===== src/rtl/gpio_pkg.sv =====
// Shared constants for the GPIO input port: bus widths and default register addresses.
package gpio_pkg;

   localparam int AddrW = 9;
   localparam int DataW = 32;

   localparam logic [AddrW-1:0] DefAddrData = 9'd30;
   localparam logic [AddrW-1:0] DefAddrEdge = 9'd31;
   localparam logic [AddrW-1:0] DefAddrMask = 9'd32;

endpackage


===== src/rtl/gpio_input_port_if.sv =====
// CPU I/O bus seen by the GPIO input port: address, write data/strobe, registered read data and hit.
// Handshake: no valid/ready; WritePPI is a level sampled every CLK, read data and Hit follow AddressIO by one CLK.
interface gpio_input_port_if;
   import gpio_pkg::*;

   logic [AddrW-1:0] AddressIO;
   logic [DataW-1:0] DataOutputTowardIO;
   logic             WritePPI;
   logic [DataW-1:0] DataInputTowardMicro;
   logic             Hit;

   modport master (
      output AddressIO, DataOutputTowardIO, WritePPI,
      input  DataInputTowardMicro, Hit
   );

   modport slave (
      input  AddressIO, DataOutputTowardIO, WritePPI,
      output DataInputTowardMicro, Hit
   );

endinterface


===== src/rtl/gpio_debounce_bit.sv =====
// One input bit: 2-flop synchroniser, tick-sampled history and debounced Stable level.
module gpio_debounce_bit #(
   parameter int DebounceSamples = 3
) (
   input  logic CLK,
   input  logic Reset,
   input  logic Pin,
   input  logic Tick,
   output logic Stable,
   output logic Change
);

   logic                       sync1;
   logic                       sync2;
   logic [DebounceSamples-1:0] hist;
   logic [DebounceSamples-1:0] histNext;
   logic                       allEqual;

   // Stable is judged on the history including this tick's sample, so a clean
   // level is accepted on the DebounceSamples-th matching tick.
   assign histNext = {hist[DebounceSamples-2:0], sync2};
   assign allEqual = (&histNext) | ~(|histNext);
   assign Change   = Tick & allEqual & (histNext[0] != Stable);

   always_ff @(posedge CLK or negedge Reset) begin
      if (!Reset) begin
         sync1  <= 1'b0;
         sync2  <= 1'b0;
         hist   <= '0;
         Stable <= 1'b0;
      end else begin
         sync1 <= Pin;
         sync2 <= sync1;
         if (Tick) begin
            hist <= histNext;
            if (allEqual) Stable <= histNext[0];
         end
      end
   end

endmodule


===== src/rtl/gpio_input_port.sv =====
// Memory-mapped debounced input port with sticky any-edge flags, interrupt mask and Irq.
module gpio_input_port
   import gpio_pkg::*;
#(
   parameter int               Width           = 31,
   parameter logic [AddrW-1:0] AddrData        = DefAddrData,
   parameter logic [AddrW-1:0] AddrEdge        = DefAddrEdge,
   parameter logic [AddrW-1:0] AddrMask        = DefAddrMask,
   parameter int               DebounceDiv     = 16,
   parameter int               DebounceSamples = 3
) (
   input  logic              CLK,
   input  logic              Reset,
   input  logic [Width-1:0]  DataInput_GPIO,
   gpio_input_port_if.slave  bus,
   output logic              Irq
);

   localparam int CntW = $clog2(DebounceDiv);

   logic [CntW-1:0]  tickCnt;
   logic             tick;
   logic [Width-1:0] stable;
   logic [Width-1:0] change;
   logic [Width-1:0] edgeFlag;
   logic [Width-1:0] edgeNext;
   logic [Width-1:0] mask;
   logic [Width-1:0] maskNext;
   logic [Width-1:0] readSel;
   logic             hitNext;
   logic             wrEdge;
   logic             wrMask;

   assign tick = (tickCnt == CntW'(DebounceDiv - 1));

   for (genvar i = 0; i < Width; i++) begin : g_bit
      gpio_debounce_bit #(
         .DebounceSamples(DebounceSamples)
      ) u_deb (
         .CLK   (CLK),
         .Reset (Reset),
         .Pin   (DataInput_GPIO[i]),
         .Tick  (tick),
         .Stable(stable[i]),
         .Change(change[i])
      );
   end

   assign wrEdge = bus.WritePPI && (bus.AddressIO == AddrEdge);
   assign wrMask = bus.WritePPI && (bus.AddressIO == AddrMask);

   always_comb begin
      edgeNext = edgeFlag;
      maskNext = mask;
      if (wrEdge) edgeNext = edgeFlag & ~bus.DataOutputTowardIO[Width-1:0];
      // A new edge is ORed in after the clear so a colliding W1C never loses it.
      edgeNext = edgeNext | change;
      if (wrMask) maskNext = bus.DataOutputTowardIO[Width-1:0];
   end

   always_comb begin
      readSel = '0;
      hitNext = 1'b1;
      case (bus.AddressIO)
         AddrData: readSel = stable;
         AddrEdge: readSel = edgeFlag;
         AddrMask: readSel = mask;
         default:  hitNext = 1'b0;
      endcase
   end

   always_ff @(posedge CLK or negedge Reset) begin
      if (!Reset) begin
         tickCnt                  <= '0;
         edgeFlag                 <= '0;
         mask                     <= '0;
         bus.DataInputTowardMicro <= '0;
         bus.Hit                  <= 1'b0;
         Irq                      <= 1'b0;
      end else begin
         tickCnt                  <= tick ? '0 : tickCnt + 1'b1;
         edgeFlag                 <= edgeNext;
         mask                     <= maskNext;
         bus.DataInputTowardMicro <= DataW'(readSel);
         bus.Hit                  <= hitNext;
         Irq                      <= |(edgeNext & maskNext);
      end
   end

endmodule


===== src/flat_wrapper.sv =====
// flat-port wrapper written by rule: the top's interface ports become plain ports
module gpio_input_port_flat import gpio_pkg::*;
#(
   parameter int               Width           = 31,
   parameter logic [AddrW-1:0] AddrData        = DefAddrData,
   parameter logic [AddrW-1:0] AddrEdge        = DefAddrEdge,
   parameter logic [AddrW-1:0] AddrMask        = DefAddrMask,
   parameter int               DebounceDiv     = 16,
   parameter int               DebounceSamples = 3
)
  (CLK, Reset, DataInput_GPIO, Irq, bus_AddressIO, bus_DataOutputTowardIO, bus_WritePPI, bus_DataInputTowardMicro, bus_Hit);
  gpio_input_port_if bus_i ();
  input  logic CLK;
  input  logic Reset;
  input  logic [Width-1:0] DataInput_GPIO;
  output logic Irq;
  input wire logic [$bits(bus_i.AddressIO)-1:0] bus_AddressIO;
  input wire logic [$bits(bus_i.DataOutputTowardIO)-1:0] bus_DataOutputTowardIO;
  input wire logic [$bits(bus_i.WritePPI)-1:0] bus_WritePPI;
  output wire logic [$bits(bus_i.DataInputTowardMicro)-1:0] bus_DataInputTowardMicro;
  output wire logic [$bits(bus_i.Hit)-1:0] bus_Hit;
  assign bus_i.AddressIO = bus_AddressIO;
  assign bus_i.DataOutputTowardIO = bus_DataOutputTowardIO;
  assign bus_i.WritePPI = bus_WritePPI;
  assign bus_DataInputTowardMicro = bus_i.DataInputTowardMicro;
  assign bus_Hit = bus_i.Hit;
  gpio_input_port #(.Width(Width), .AddrData(AddrData), .AddrEdge(AddrEdge), .AddrMask(AddrMask), .DebounceDiv(DebounceDiv), .DebounceSamples(DebounceSamples)) u_core (.CLK(CLK), .Reset(Reset), .DataInput_GPIO(DataInput_GPIO), .bus(bus_i), .Irq(Irq));
endmodule

===== config.mk =====
export PLATFORM = sky130hd
export DESIGN_NAME = gpio_input_port_flat
export DESIGN_NICKNAME = d
export VERILOG_FILES = /design/src/rtl/gpio_pkg.sv /design/src/rtl/gpio_input_port_if.sv /design/src/rtl/gpio_debounce_bit.sv /design/src/rtl/gpio_input_port.sv /design/src/flat_wrapper.sv
export SDC_FILE = /design/constraint.sdc
export NUM_CORES = 1
export LEC_CHECK = 0
export ABC_AREA = 0
export ABC_CLOCK_PERIOD_IN_PS = 4550
export CAP_MARGIN = 40
export CORE_AREA = 2 2 147 149
export DETAILED_ROUTE_END_ITERATION = 10
export DIE_AREA = 0 0 149 151
export GPL_ROUTABILITY_DRIVEN = 0
export PLACE_DENSITY = 0.74
export SKIP_CTS_REPAIR_TIMING = 1
export SLEW_MARGIN = 25
export SYNTH_ARGS = -nofsm -noshare
export SYNTH_HDL_FRONTEND = slang
export SYNTH_HIERARCHICAL = 1
export SYNTH_SLANG_ARGS = --single-unit

===== constraint.sdc =====
create_clock -name CLK -period 4.55 [get_ports CLK]
set_input_delay 0.6825 -clock CLK [delete_from_list [all_inputs] [get_ports CLK]]
set_output_delay 0.6825 -clock CLK [all_outputs]
set_load 0.05 [all_outputs]

Yosys cells after proc, flatten, opt, wreduce, memory -nomap -nowiden
Index checks and enable logic that the tools add are counted.
{"block": "totals", "reg_bits": 254, "in_bits": 75, "output_inout_bits": 34, "wordCells": 396}
{"block": "classes", "addsub": 1, "eq_ne": 35, "mux": 5, "bitwise": 128, "n_reduce_logical": 97}
{"cell": "3-bit OR reduction", "n": 32}
{"cell": "31-bit one-hot mux with 3 select lines", "n": 1}
{"cell": "3-bit AND reduction", "n": 31}
{"cell": "1-bit AND", "n": 62}
{"cell": "31-bit AND", "n": 2}
{"cell": "31-bit 2-to-1 mux", "n": 2}
{"cell": "2-bit AND reduction", "n": 31}
{"cell": "1-bit inequality test", "n": 31}
{"cell": "1-bit NOT", "n": 31}
{"cell": "31-bit NOT", "n": 1}
{"cell": "1-bit bitwise OR", "n": 31}
{"cell": "31-bit bitwise OR", "n": 1}
{"cell": "31-bit OR reduction", "n": 1}
{"cell": "9-bit by 5-bit equality test with 1-bit output, second input constant", "n": 2}
{"cell": "9-bit by 6-bit equality test with 1-bit output, second input constant", "n": 1}
{"cell": "4-bit by 1-bit adder with 4-bit output, second input constant", "n": 1}
{"cell": "4-bit equality test, second input constant", "n": 1}
{"cell": "4-bit 2-to-1 mux", "n": 1}
{"cell": "1-bit logical AND", "n": 2}
{"cell": "1-bit 2-to-1 mux", "n": 1}

Logic depth before layout (Yosys ltp)
Gate-level depths: netlist of the first run.
{"block": "logic_depth", "ltp_word": 8, "mapped_depth": 9, "mapped_depth_nobuf": 8}

Cells and area by module
The synthesis of the first run kept the hierarchy.
{"mod": "gpio_debounce_bit", "instances": 31, "cells_per_inst": 14, "area_per_inst_um2": 197.7, "seq_area_each_um2": 125.1}
{"mod": "gpio_input_port", "instances": 1, "cells_per_inst": 395, "area_per_inst_um2": 4351.7, "seq_area_each_um2": 2477.4}

Worst setup path before layout of the first run
No wires, ideal clock.
{"block": "synth_timing", "kind": "reg-to-reg", "from": "reg u_core.tickCnt[0]", "to": "reg u_core.Irq", "setup_ns": 0.064, "arrival_ns": 4.175, "slack_ns": 0.311, "stages_incl_launch_ff": 9, "period_less_slack_ns": 4.239, "cell_sequence": "dfrtp_1 -> ha_1 -> and3_1 -> a21boi_1 -> nand2b_1 -> o22ai_1 -> o22ai_1 -> or4_1 -> or4_1"}
{"block": "synth_between", "elab_chain_len": 6, "elab_cells_between_ends": 66, "cone_classes": "eq/ne: 1; bitwise: 64; reduce/logical: 1"}
{"item": "start, declared", "line_no": "gpio_input_port.sv:21", "rtl": "logic [CntW-1:0] tickCnt;"}
{"item": "start signal, assigned", "line_no": "gpio_input_port.sv:81", "rtl": "tickCnt <= tick ? '0 : tickCnt + 1'b1;"}
{"item": "4-bit equality test", "line_no": "gpio_input_port.sv:34", "rtl": "assign tick = (tickCnt == CntW'(DebounceDiv - 1));"}
{"item": "named net u_core.tick", "line_no": "gpio_input_port.sv:22", "rtl": "logic tick;"}
{"item": "1-bit AND (2 in a row)", "line_no": "gpio_debounce_bit.sv:23", "rtl": "assign Change = Tick & allEqual & (histNext[0] != Stable);"}
{"item": "named net u_core.change[20]", "line_no": "gpio_input_port.sv:24", "rtl": "logic [Width-1:0] change;"}
{"item": "31-bit bitwise OR", "line_no": "gpio_input_port.sv:57", "rtl": "edgeNext = edgeNext | change;"}
{"item": "31-bit AND", "line_no": "gpio_input_port.sv:86", "rtl": "Irq <= |(edgeNext & maskNext);"}
{"item": "31-bit OR reduction", "line_no": "gpio_input_port.sv:86"}
{"item": "end signal, assigned", "line_no": "gpio_input_port.sv:86"}
{"item": "end, declared", "line_no": "gpio_input_port.sv:16", "rtl": "output logic Irq"}
The timed path passes the listed nets, and every way through them passes these cells.
A chain may end at the register's enable or synchronous reset.

Final worst setup path of the first run
{"block": "layout_timing", "from": "in bus_AddressIO[5]", "to": "reg u_core.Irq"}
{"block": "layout_between", "elab_chain_len": 6, "elab_cells_between_ends": 9, "cone_classes": "eq/ne: 2; mux: 2; bitwise: 2; reduce/logical: 3"}
{"item": "start, declared", "line_no": "flat_wrapper.sv:17", "rtl": "input wire logic [$bits(bus_i.AddressIO)-1:0] bus_AddressIO;"}
{"item": "9-bit by 5-bit equality test with 1-bit output", "line_no": "gpio_input_port.sv:49", "rtl": "assign wrEdge = bus.WritePPI && (bus.AddressIO == AddrEdge);"}
{"item": "1-bit logical AND", "line_no": "gpio_input_port.sv:49"}
{"item": "31-bit 2-to-1 mux", "line_no": "gpio_input_port.sv:55", "rtl": "if (wrEdge) edgeNext = edgeFlag & ~bus.DataOutputTowardIO[Width-1:0];"}
{"item": "31-bit bitwise OR", "line_no": "gpio_input_port.sv:57"}
{"item": "named net u_core.edgeNext[19]", "line_no": "gpio_input_port.sv:26", "rtl": "logic [Width-1:0] edgeNext;"}
{"item": "31-bit AND", "line_no": "gpio_input_port.sv:86"}
{"item": "31-bit OR reduction", "line_no": "gpio_input_port.sv:86"}
The timed path passes the listed nets, and every way through them passes these cells.

==> results.sh, run 1 <==
export IMPL_ios=109
export IMPL_cp_startpoint="bus_AddressIO[5]"
export IMPL_synthCells=829
export IMPL_dieHeight_um=151
export IMPL_portBuffers=106
export IMPL_synth_area_leaders="dfrtp_1 61%, mux2i_1 5.2%, mux2_2 4.2%"
export IMPL_num_vias=7018
export IMPL_fin_nets=1035
export IMPL_path_clk_slew_ps=60
export IMPL_cts_tree="built"
export IMPL_hp_class="input pin to async pin"
export IMPL_die_width_um=149
export IMPL_path_class="input pin to flip-flop"
export IMPL_drc=0
export IMPL_grt_ovfl_total=0
export IMPL_synth_top_cell_area_share_pct=60.6
export IMPL_p_leak_nw=5.60
export IMPL_vias_per_cell=5.60
export IMPL_drt_first_pass_iters=4
export IMPL_cts_htree_levels=1
export IMPL_yosys_most_used_dff="dfrtp_1"
export IMPL_crit_buf_inv=1
export IMPL_synth_cell_types=39
export IMPL_async_reset_ff_share_pct=100
export IMPL_crit_path_top_delay_cell="or3_4"
export IMPL_finalMaxSlewViolations=0
export IMPL_crit_family="simple AND/OR/NAND/NOR gates"
export IMPL_drtIter0Drc=403
export IMPL_cp_arrival_ps=3810
export IMPL_avgSynthCellArea_um2=12.6
export IMPL_r2r_start="u_core/tickCnt[0]$_DFF_PN0_"
export IMPL_timing_final_hold_violations=0
export IMPL_power_per_cell_area_mw_per_mm2=377
export IMPL_grt_max_degree=101
export IMPL_drive_gt1_share_pct=10.1
export IMPL_relSlewSlack_pct=49.9
export IMPL_cp_start_kind="input pin"
export IMPL_placed_cells=1202
export IMPL_tns_ps=0
export IMPL_route_final_wire_length_mm=21.0
export IMPL_ys_ff_latch=254
export IMPL_finClkSkew_ps=21.1
export IMPL_hold_ws_ps=187
export IMPL_rsz0062_at_grt="no"
export IMPL_final_cells=1253
export IMPL_yosysTopAreaCell="dfrtp_1"
export IMPL_netlist_area_mm2=0.0105
export IMPL_status="complete, no violations"
export IMPL_antenna_cells=0
export IMPL_min_period_ps=3410
export IMPL_synthTopCellsByCount="254 x dfrtp_1, 54 x mux2i_1, 47 x inv_1, 39 x mux2_2"
export IMPL_ys_seq_area_share_pct=60.6
export IMPL_crit_fanout=30
export IMPL_coreArea_mm2=0.0208
export IMPL_ant_nets=0
export IMPL_grt_pass1_vias=6744
export IMPL_rows=53
export IMPL_wl_per_cell_um=16.8
export IMPL_syn_num_nets=905
export IMPL_initial_core_util_pct=50.3
export IMPL_cpPeakStageDelay_ps=590
export IMPL_grt_pass1_wl_mm=34.6
export IMPL_die_area_mm2=0.0225
export IMPL_ys_warn_count=6
export IMPL_finalCritPeriodShare_pct=75.0
export IMPL_antenna_found_initial=0
export IMPL_worstPathCellList="clkdlybuf4s50_1 > or4b_4 > or3_4 > o22a_1 > a22o_1 > or4_1 > or4_1"
export IMPL_cp_required_ps=4950
export IMPL_synth_edf_count=0
export IMPL_clk_latency_ps=530
export IMPL_vdd_drop_max_uv=278
export IMPL_area_growth_pct=22.6
export IMPL_post_dp_hpwl_mm=13.0
export IMPL_synth_most_common_cell="dfrtp_1"
export IMPL_worst_pin_slew_ps=751
export IMPL_cts_sinks=254
export IMPL_cts_buffers=29
export IMPL_cts_root_buf="clkbuf_16"
export IMPL_crit_top_cell="or4_1"
export IMPL_setup_viol=0
export IMPL_cap_violations=0
export IMPL_fmax_mhz=293
export IMPL_r2r_slack_ps=1390
export IMPL_worstSetupEndpointType="flip-flop"
export IMPL_gr_usage_all_layers_pct=19.1
export IMPL_clockBufferDepth=3
## worst register-to-register path, cell delays in order, from the launching register on
cell,delay (ps)
dfrtp_1,410
ha_1,240
and3_4,280
buf_12,240
buf_4,250
a21boi_1,170
nand2b_1,150
o22ai_1,160
o22ai_1,120
or4_1,500
or4_1,510
## final timing paths
check | to | cells after the start
min in group CLK | u_core/g_bit[10].u_deb/sync2$_DFF_PN0_ | 0
worst max-delay path | u_core/Irq$_DFF_PN0_ | 7
worst min register to register | u_core/g_bit[10].u_deb/sync2$_DFF_PN0_ | 0
worst min-delay path | u_core/g_bit[20].u_deb/sync1$_DFF_PN0_ | 1
worst max register to register | u_core/Irq$_DFF_PN0_ | 10
max in group asynchronous | u_core/g_bit[11].u_deb/Stable$_DFFE_PN0P_ | 2
## cells by family after synthesis
logic type	after synthesis	share of synthesized area [%]
XOR/XNOR	1	0.0836
flip-flops	254	60.6
other	1	0.0358
multiplexers	124	12.7
adder cells (fa/ha/maj)	1	0.119
AND/OR/NAND/NOR	241	15.2
AO/OA/AOI/OAI	143	8.79
buffers and inverters	64	2.42
## layout make-up
class	instances	area, um^2
clock buffer	43	838
clock inverter	7	63.8
fill	1646	7980
inverter	47	176
multi-input combinational	511	3880
sequential	254	6360
tap	275	344
timing repair buffer	116	1190
## routing by layer
| metal | track usage (%) | vias to the layer above | wire [um] |
|---|---|---|---|
| met5 | 0 | - | 0 |
| met4 | 5.33 | 0 | 411 |
| met3 | 2.98 | 27 | 930 |
| met2 | 30.0 | 135 | 9770 |
| met1 | 28.0 | 3510 | 9880 |
| li1 | - | 3346 | - |
## per-stage QoR
stage / power, W / area, um^2 / util, % / setup slack, ps
2_1_floorplan: 0.00254 / 10500 / - / 311
3_3_place_gp: 0.00269 / 11900 / 57.3 / 596
3_5_place_dp: 0.00270 / 11900 / 57.3 / 568
4_1_cts: 0.00491 / 12800 / 61.6 / 1120
5_1_grt: 0.00505 / 12800 / 61.7 / 1070
6_report: 0.00484 / 12800 / 61.7 / 1140
## state kept, by name, summed over array words and instances, names as in the netlist, 4 cells and up
signal,cells
u_core/mask,31
u_core/tickCnt,4
u_core/bus.DataInputTowardMicro,31
u_core/edgeFlag,31
u_core/g_bit.u_deb/sync1,31
u_core/g_bit.u_deb/sync2,31
u_core/g_bit.u_deb/Stable,31
u_core/g_bit.u_deb/hist,62
## power breakdown
| part | leakage (nW) | switching [W] | internal, W |
|---|---|---|---|
| Clock | 0.448 | 0.000863 | 0.00132 |
| Combinational | 1.92 | 0.000117 | 0.000124 |
| Sequential | 3.23 | 0.0000772 | 0.00234 |
## cells in the final DEF (no fill, tap or decap), types with 29 or more instances in the layout
cell / Yosys / layout
nor4b_1: 32 / 32
mux2_2: 39 / 39
o21ai_0: 33 / 33
clkbuf_16: 0 / 29
o22ai_1: 33 / 33
mux2_1: 31 / 31
nor2_1: 33 / 33
nor3_1: 33 / 32
nand4b_1: 32 / 32
a21boi_1: 31 / 31
dfrtp_1: 254 / 254
inv_1: 47 / 47
nand2b_1: 30 / 30
a31oi_1: 31 / 31
or4b_1: 31 / 31
nand2_1: 32 / 32
mux2i_1: 54 / 54
clkdlybuf4s50_1: 0 / 104
No activity file was read; power rests on OpenSTA's default activity.
==> run 2: changes to the inputs <==
ABC_CLOCK_PERIOD_IN_PS = 3000   (was 4550)
clock period = 3 ns   (was 4.55 ns; I/O delays follow)
==> results.sh, run 2 (synthesis results as in run 1) <==
export IMPL_status="complete, no violations"
export IMPL_cp_required_ps=3390
export IMPL_p_leak_nw=5.81
export IMPL_regArea_mm2=0.00636
export IMPL_route_final_wire_length_mm=22.5
export IMPL_path_clk_slew_ps=60
export IMPL_wl_per_cell_um=17.4
export IMPL_crit_family="simple AND/OR/NAND/NOR gates"
export IMPL_timing_final_hold_violations=0
export IMPL_final_cells=1298
export IMPL_coreArea_mm2=0.0208
export IMPL_post_dp_hpwl_mm=14.3
export IMPL_grt_ovfl_total=0
export IMPL_cpPeakStageDelay_ps=610
export IMPL_antenna_found_initial=0
export IMPL_initial_core_util_pct=50.3
export IMPL_min_period_ps=2990
export IMPL_finalMaxSlewViolations=0
export IMPL_rows=53
export IMPL_final_cell_mix="254 x dfrtp_1, 102 x clkdlybuf4s50_1, 55 x buf_4"
export IMPL_drc=0
export IMPL_portBuffers=106
export IMPL_crit_path_top_delay_cell="or4b_4"
export IMPL_grt_max_degree=86
export IMPL_ant_nets=0
export IMPL_cts_htree_levels=1
export IMPL_dieHeight_um=151
export IMPL_grt_pass1_vias=6933
export IMPL_relSlewSlack_pct=51.3
export IMPL_crit_fanout=7
export IMPL_fill_cells=1616
export IMPL_cts_tree="built"
export IMPL_die_width_um=149
export IMPL_multiInputGateArea_mm2=0.00399
export IMPL_cap_violations=0
export IMPL_worstHoldStart="u_core/g_bit[8].u_deb/sync1$_DFF_PN0_"
export IMPL_power_per_cell_area_mw_per_mm2=536
export IMPL_antenna_cells=0
export IMPL_clk_latency_ps=520
export IMPL_vdd_drop_max_uv=433
export IMPL_clockBufferDepth=3
export IMPL_layout_commonest_cell="dfrtp_1"
export IMPL_drt_first_pass_iters=5
export IMPL_fmax_mhz=334
export IMPL_r2r_start="u_core/tickCnt[0]$_DFF_PN0_"
export IMPL_crit_top_cell="or4_4"
export IMPL_path_class="input pin to flip-flop"
export IMPL_fin_nets=1086
export IMPL_worstPathCellList="clkdlybuf4s50_1 > or4b_4 > or3_4 > o22a_1 > a22o_1 > or4_4 > or4_4"
export IMPL_die_area_mm2=0.0225
export IMPL_largest_reg_flops=62
export IMPL_grt_pass1_wl_mm=35.4
export IMPL_area_growth_pct=26.3
export IMPL_drive_gt1_share_pct=15.1
export IMPL_cts_root_buf="clkbuf_16"
export IMPL_crit_buf_inv=1
export IMPL_ios=109
export IMPL_cts_buffers=26
export IMPL_drtIter0Drc=423
export IMPL_hold_ws_ps=341
export IMPL_cts_sinks=254
export IMPL_hp_class="flip-flop to flip-flop"
export IMPL_largest_register="u_core/g_bit.u_deb/hist"
export IMPL_finalCritPeriodShare_pct=99.8
export IMPL_vias_per_cell=5.59
export IMPL_cp_arrival_ps=3380
export IMPL_worst_pin_slew_ps=730
export IMPL_setup_viol=0
export IMPL_finClkSkew_ps=7.16
export IMPL_cp_start_kind="input pin"
export IMPL_worstSetupEndpointType="flip-flop"
export IMPL_placed_cells=1251
export IMPL_cp_startpoint="bus_AddressIO[7]"
export IMPL_tns_ps=0
export IMPL_num_vias=7250
export IMPL_gr_usage_all_layers_pct=19.8
-- run 2: cell count changes in the layout (fill, tap and decap cells not counted), moves of 4 or more --
cell	delta
clkinv_2	-4
o22ai_2	+6
buf_4	+49
o22ai_1	-6
-- run 2: final cells by class --
class	count	share of cell area, %
clock buffers	39	5.67
clock inverters	2	0.265
inverters	47	1.33
multi-input cells	514	30.1
flip-flops and latches	254	48.0
well taps	275	2.60
repair buffers	167	12.0
-- run 2: per-stage QoR --
| stage | instance area (um^2) | setup slack, ps | power, W | utilization, % |
|---|---|---|---|---|
| 5_1_grt | 13200 | -7.40 | 0.00739 | 63.6 |
| 3_3_place_gp | 12300 | -613 | 0.00412 | 59.2 |
| 3_5_place_dp | 12300 | -639 | 0.00413 | 59.2 |
| 2_1_floorplan | 10500 | 16.4 | 0.00386 | - |
| 6_report | 13200 | 7.24 | 0.00710 | 63.6 |
| 4_1_cts | 13100 | -114 | 0.00717 | 62.9 |
-- run 2: worst reg2reg max path, delay by kind of cell, from the launching register on --
kind                       cells  cell delay [ps]
buffers and inverters          1              170
adders and majority gates      1              220
and+or+nand+nor                4             1320
AOI/OAI and AO/OA              3              630
DFF                            1              410
-- run 2: where the power goes --
part           internal, W  switching (W)  leakage (nW)  total, W
Sequential         0.00355       0.000120          3.23   0.00367
Combinational     0.000218       0.000192          2.20  0.000410
Clock              0.00179        0.00123         0.383   0.00302
-- run 2: worst paths after layout --
kind / to / slack [ps] / depth (start not counted)
max: u_core/Irq$_DFF_PN0_ / 7 / 7
min: u_core/g_bit[8].u_deb/sync2$_DFF_PN0_ / 340 / 0
max reg2reg: u_core/Irq$_DFF_PN0_ / 140 / 9
min reg2reg: u_core/g_bit[8].u_deb/sync2$_DFF_PN0_ / 340 / 0
max in group asynchronous: u_core/g_bit[22].u_deb/hist[1]$_DFFE_PN0P_ / 1590 / 3
min in group asynchronous: u_core/g_bit[0].u_deb/sync2$_DFF_PN0_ / 510 / 2
-- run 2: routing by layer --
layer | up-vias | share of wire [%] | track usage (%)
li1 | 3439 | - | -
met1 | 3613 | 46 | 28.0
met2 | 160 | 48 | 32.2
met3 | 38 | 4.4 | 3.01
met4 | 0 | 2.1 | 5.14
met5 | - | 0 | 0
==> run 3: changes to the inputs <==
CELL_PAD_IN_SITES_DETAIL_PLACEMENT = 1   (was default)
CELL_PAD_IN_SITES_GLOBAL_PLACEMENT = 1   (was default)
CORE_AREA = 2 2 161 163   (was 2 2 147 149)
DIE_AREA = 0 0 163 165   (was 0 0 149 151)
PLACE_DENSITY = 0.75   (was 0.74)
==> results.sh, run 3 (synthesis results as in run 1) <==
export IMPL_route_final_wire_length_mm=26.1
export IMPL_grt_pass1_vias=7827
export IMPL_intPower_w=0.00581
export IMPL_cap_violations=0
export IMPL_antenna_found_initial=0
export IMPL_clockBufferDepth=3
export IMPL_final_cell_mix="253 x dfrtp_1, 104 x clkdlybuf4s50_1, 54 x mux2i_1"
export IMPL_p_clk_share_pct=45.3
export IMPL_setup_viol=0
export IMPL_power_per_cell_area_mw_per_mm2=558
export IMPL_cp_start_kind="input pin"
export IMPL_power_w=0.00747
export IMPL_area_growth_pct=27.6
export IMPL_cp_endpoint="u_core/Irq$_DFF_PN0_"
export IMPL_place_area_mm2=0.0123
export IMPL_worstSetupEndpointType="flip-flop"
export IMPL_dieHeight_um=165
export IMPL_final_cells=1351
export IMPL_dpl_worst_slack_ps=-634
export IMPL_drive_gt1_share_pct=14.9
export IMPL_cp_required_ps=3410
export IMPL_p_leak_nw=5.84
export IMPL_finalWorstSetupSlack_ps=39.3
export IMPL_cts_sinks=254
export IMPL_drtIter0Drc=473
export IMPL_path_class="input pin to flip-flop"
export IMPL_vdd_drop_max_uv=426
export IMPL_cts_root_buf="clkbuf_16"
export IMPL_gr_usage_all_layers_pct=19.3
export IMPL_largest_register="u_core/g_bit.u_deb/hist"
export IMPL_design_area_mm2=0.0134
export IMPL_num_vias=7404
export IMPL_min_period_ps=2960
export IMPL_pwr_share_seq_pct=49.3
export IMPL_fmax_mhz=338
export IMPL_cts_htree_levels=1
export IMPL_grt_pass1_wl_mm=41.2
export IMPL_fin_nets=1078
export IMPL_initial_core_util_pct=41.9
export IMPL_fill_cells=2565
export IMPL_status="complete, no violations"
export IMPL_largest_reg_flops=62
export IMPL_grt_max_degree=77
export IMPL_ios=109
export IMPL_hp_class="flip-flop to flip-flop"
export IMPL_wl_per_cell_um=19.3
export IMPL_r2r_start="u_core/tickCnt[0]$_DFF_PN0_"
export IMPL_vias_per_cell=5.48
export IMPL_drc=0
export IMPL_switching_share_pct=22.2
export IMPL_p_sw_w=0.00166
export IMPL_path_clk_slew_ps=60
export IMPL_ant_nets=0
export IMPL_cts_tree="built"
export IMPL_crit_fanout=8
export IMPL_die_area_mm2=0.0269
export IMPL_worstReg2RegEnd="u_core/Irq$_DFF_PN0_"
export IMPL_rsz0062_at_grt="no"
export IMPL_antenna_cells=0
export IMPL_finalCritPeriodShare_pct=98.7
export IMPL_cp_arrival_ps=3370
export IMPL_cp_startpoint="bus_AddressIO[7]"
export IMPL_grt_ovfl_total=0
export IMPL_timing_final_hold_violations=0
export IMPL_die_width_um=163
export IMPL_cts_buffers=28
export IMPL_worst_pin_slew_ps=710
export IMPL_coreArea_mm2=0.0250
export IMPL_placed_cells=1296
export IMPL_portBuffers=106
export IMPL_p_comb_share_pct=5.4
export IMPL_finalMaxSlewViolations=0
export IMPL_rows=58
export IMPL_finClkSkew_ps=11.8
export IMPL_clk_latency_ps=540
export IMPL_post_dp_hpwl_mm=16.9
export IMPL_r2r_slack_ps=90
export IMPL_rr_worst_depth=9
export IMPL_layout_commonest_cell="dfrtp_1"
export IMPL_relSlewSlack_pct=52.7
export IMPL_drt_first_pass_iters=4
==> run 3: worst max-delay path: stages <==
cell and delay, ps:
clkdlybuf4s50_1 440, or4b_4 620, or3_4 460, o22a_1 230, a22o_1 200, or4_1 450, or4_1 520
==> run 3: cell type report <==
class	instances	area [um^2]	area share, %
clock buffers	40	817	6.11
clock inverters	9	95.1	0.711
inverters	47	176	1.32
well taps	330	413	3.09
repair buffers	156	1540	11.5
multi-input cells	515	3970	29.7
flip-flops and latches	254	6360	47.5
==> run 3: how the worst min path moves through the flow <==
stage	from	to	slack [ps]	depth (start not counted)
5_1_grt	DataInput_GPIO[27]	u_core/g_bit[27].u_deb/sync1$_DFF_PN0_	330	1
4_1_cts	Reset	u_core/g_bit[5].u_deb/sync1$_DFF_PN0_	-100	1
6_report	u_core/g_bit[25].u_deb/sync1$_DFF_PN0_	u_core/g_bit[25].u_deb/sync2$_DFF_PN0_	350	0
2_1_floorplan	Reset	u_core/Irq$_DFF_PN0_	150	0
3_5_place_dp	u_core/g_bit[24].u_deb/sync1$_DFF_PN0_	u_core/g_bit[24].u_deb/sync2$_DFF_PN0_	340	0
3_3_place_gp	u_core/g_bit[21].u_deb/sync1$_DFF_PN0_	u_core/g_bit[21].u_deb/sync2$_DFF_PN0_	330	0
==> run 3: power groups by stage <==
stage | logic (W) | registers (W) | clock network (W)
4_1_cts | 0.000405 | 0.00368 | 0.00349
5_1_grt | 0.000447 | 0.00370 | 0.00361
6_report | 0.000403 | 0.00368 | 0.00338
3_5_place_dp | 0.000401 | 0.00374 | 0
2_1_floorplan | 0.000151 | 0.00370 | 0
3_3_place_gp | 0.000389 | 0.00373 | 0
==> run 3: through the flow <==
stage / hold slack [ps] / utilization (%) / setup TNS, ps
5_1_grt: 333 / 53.4 / 0
4_1_cts: -103 / 53.0 / -62.9
3_3_place_gp: 333 / 49.3 / -584
2_1_floorplan: 154 / - / 0
6_report: 345 / 53.4 / 0
3_5_place_dp: 336 / 49.3 / -634
==> run 3: per-layer routing <==
metal	part of all wire, %	GRT usage [%]
met4	1.8	4.87
met1	44	25.2
met5	0	0
met3	4.0	2.79
met2	50	34.0
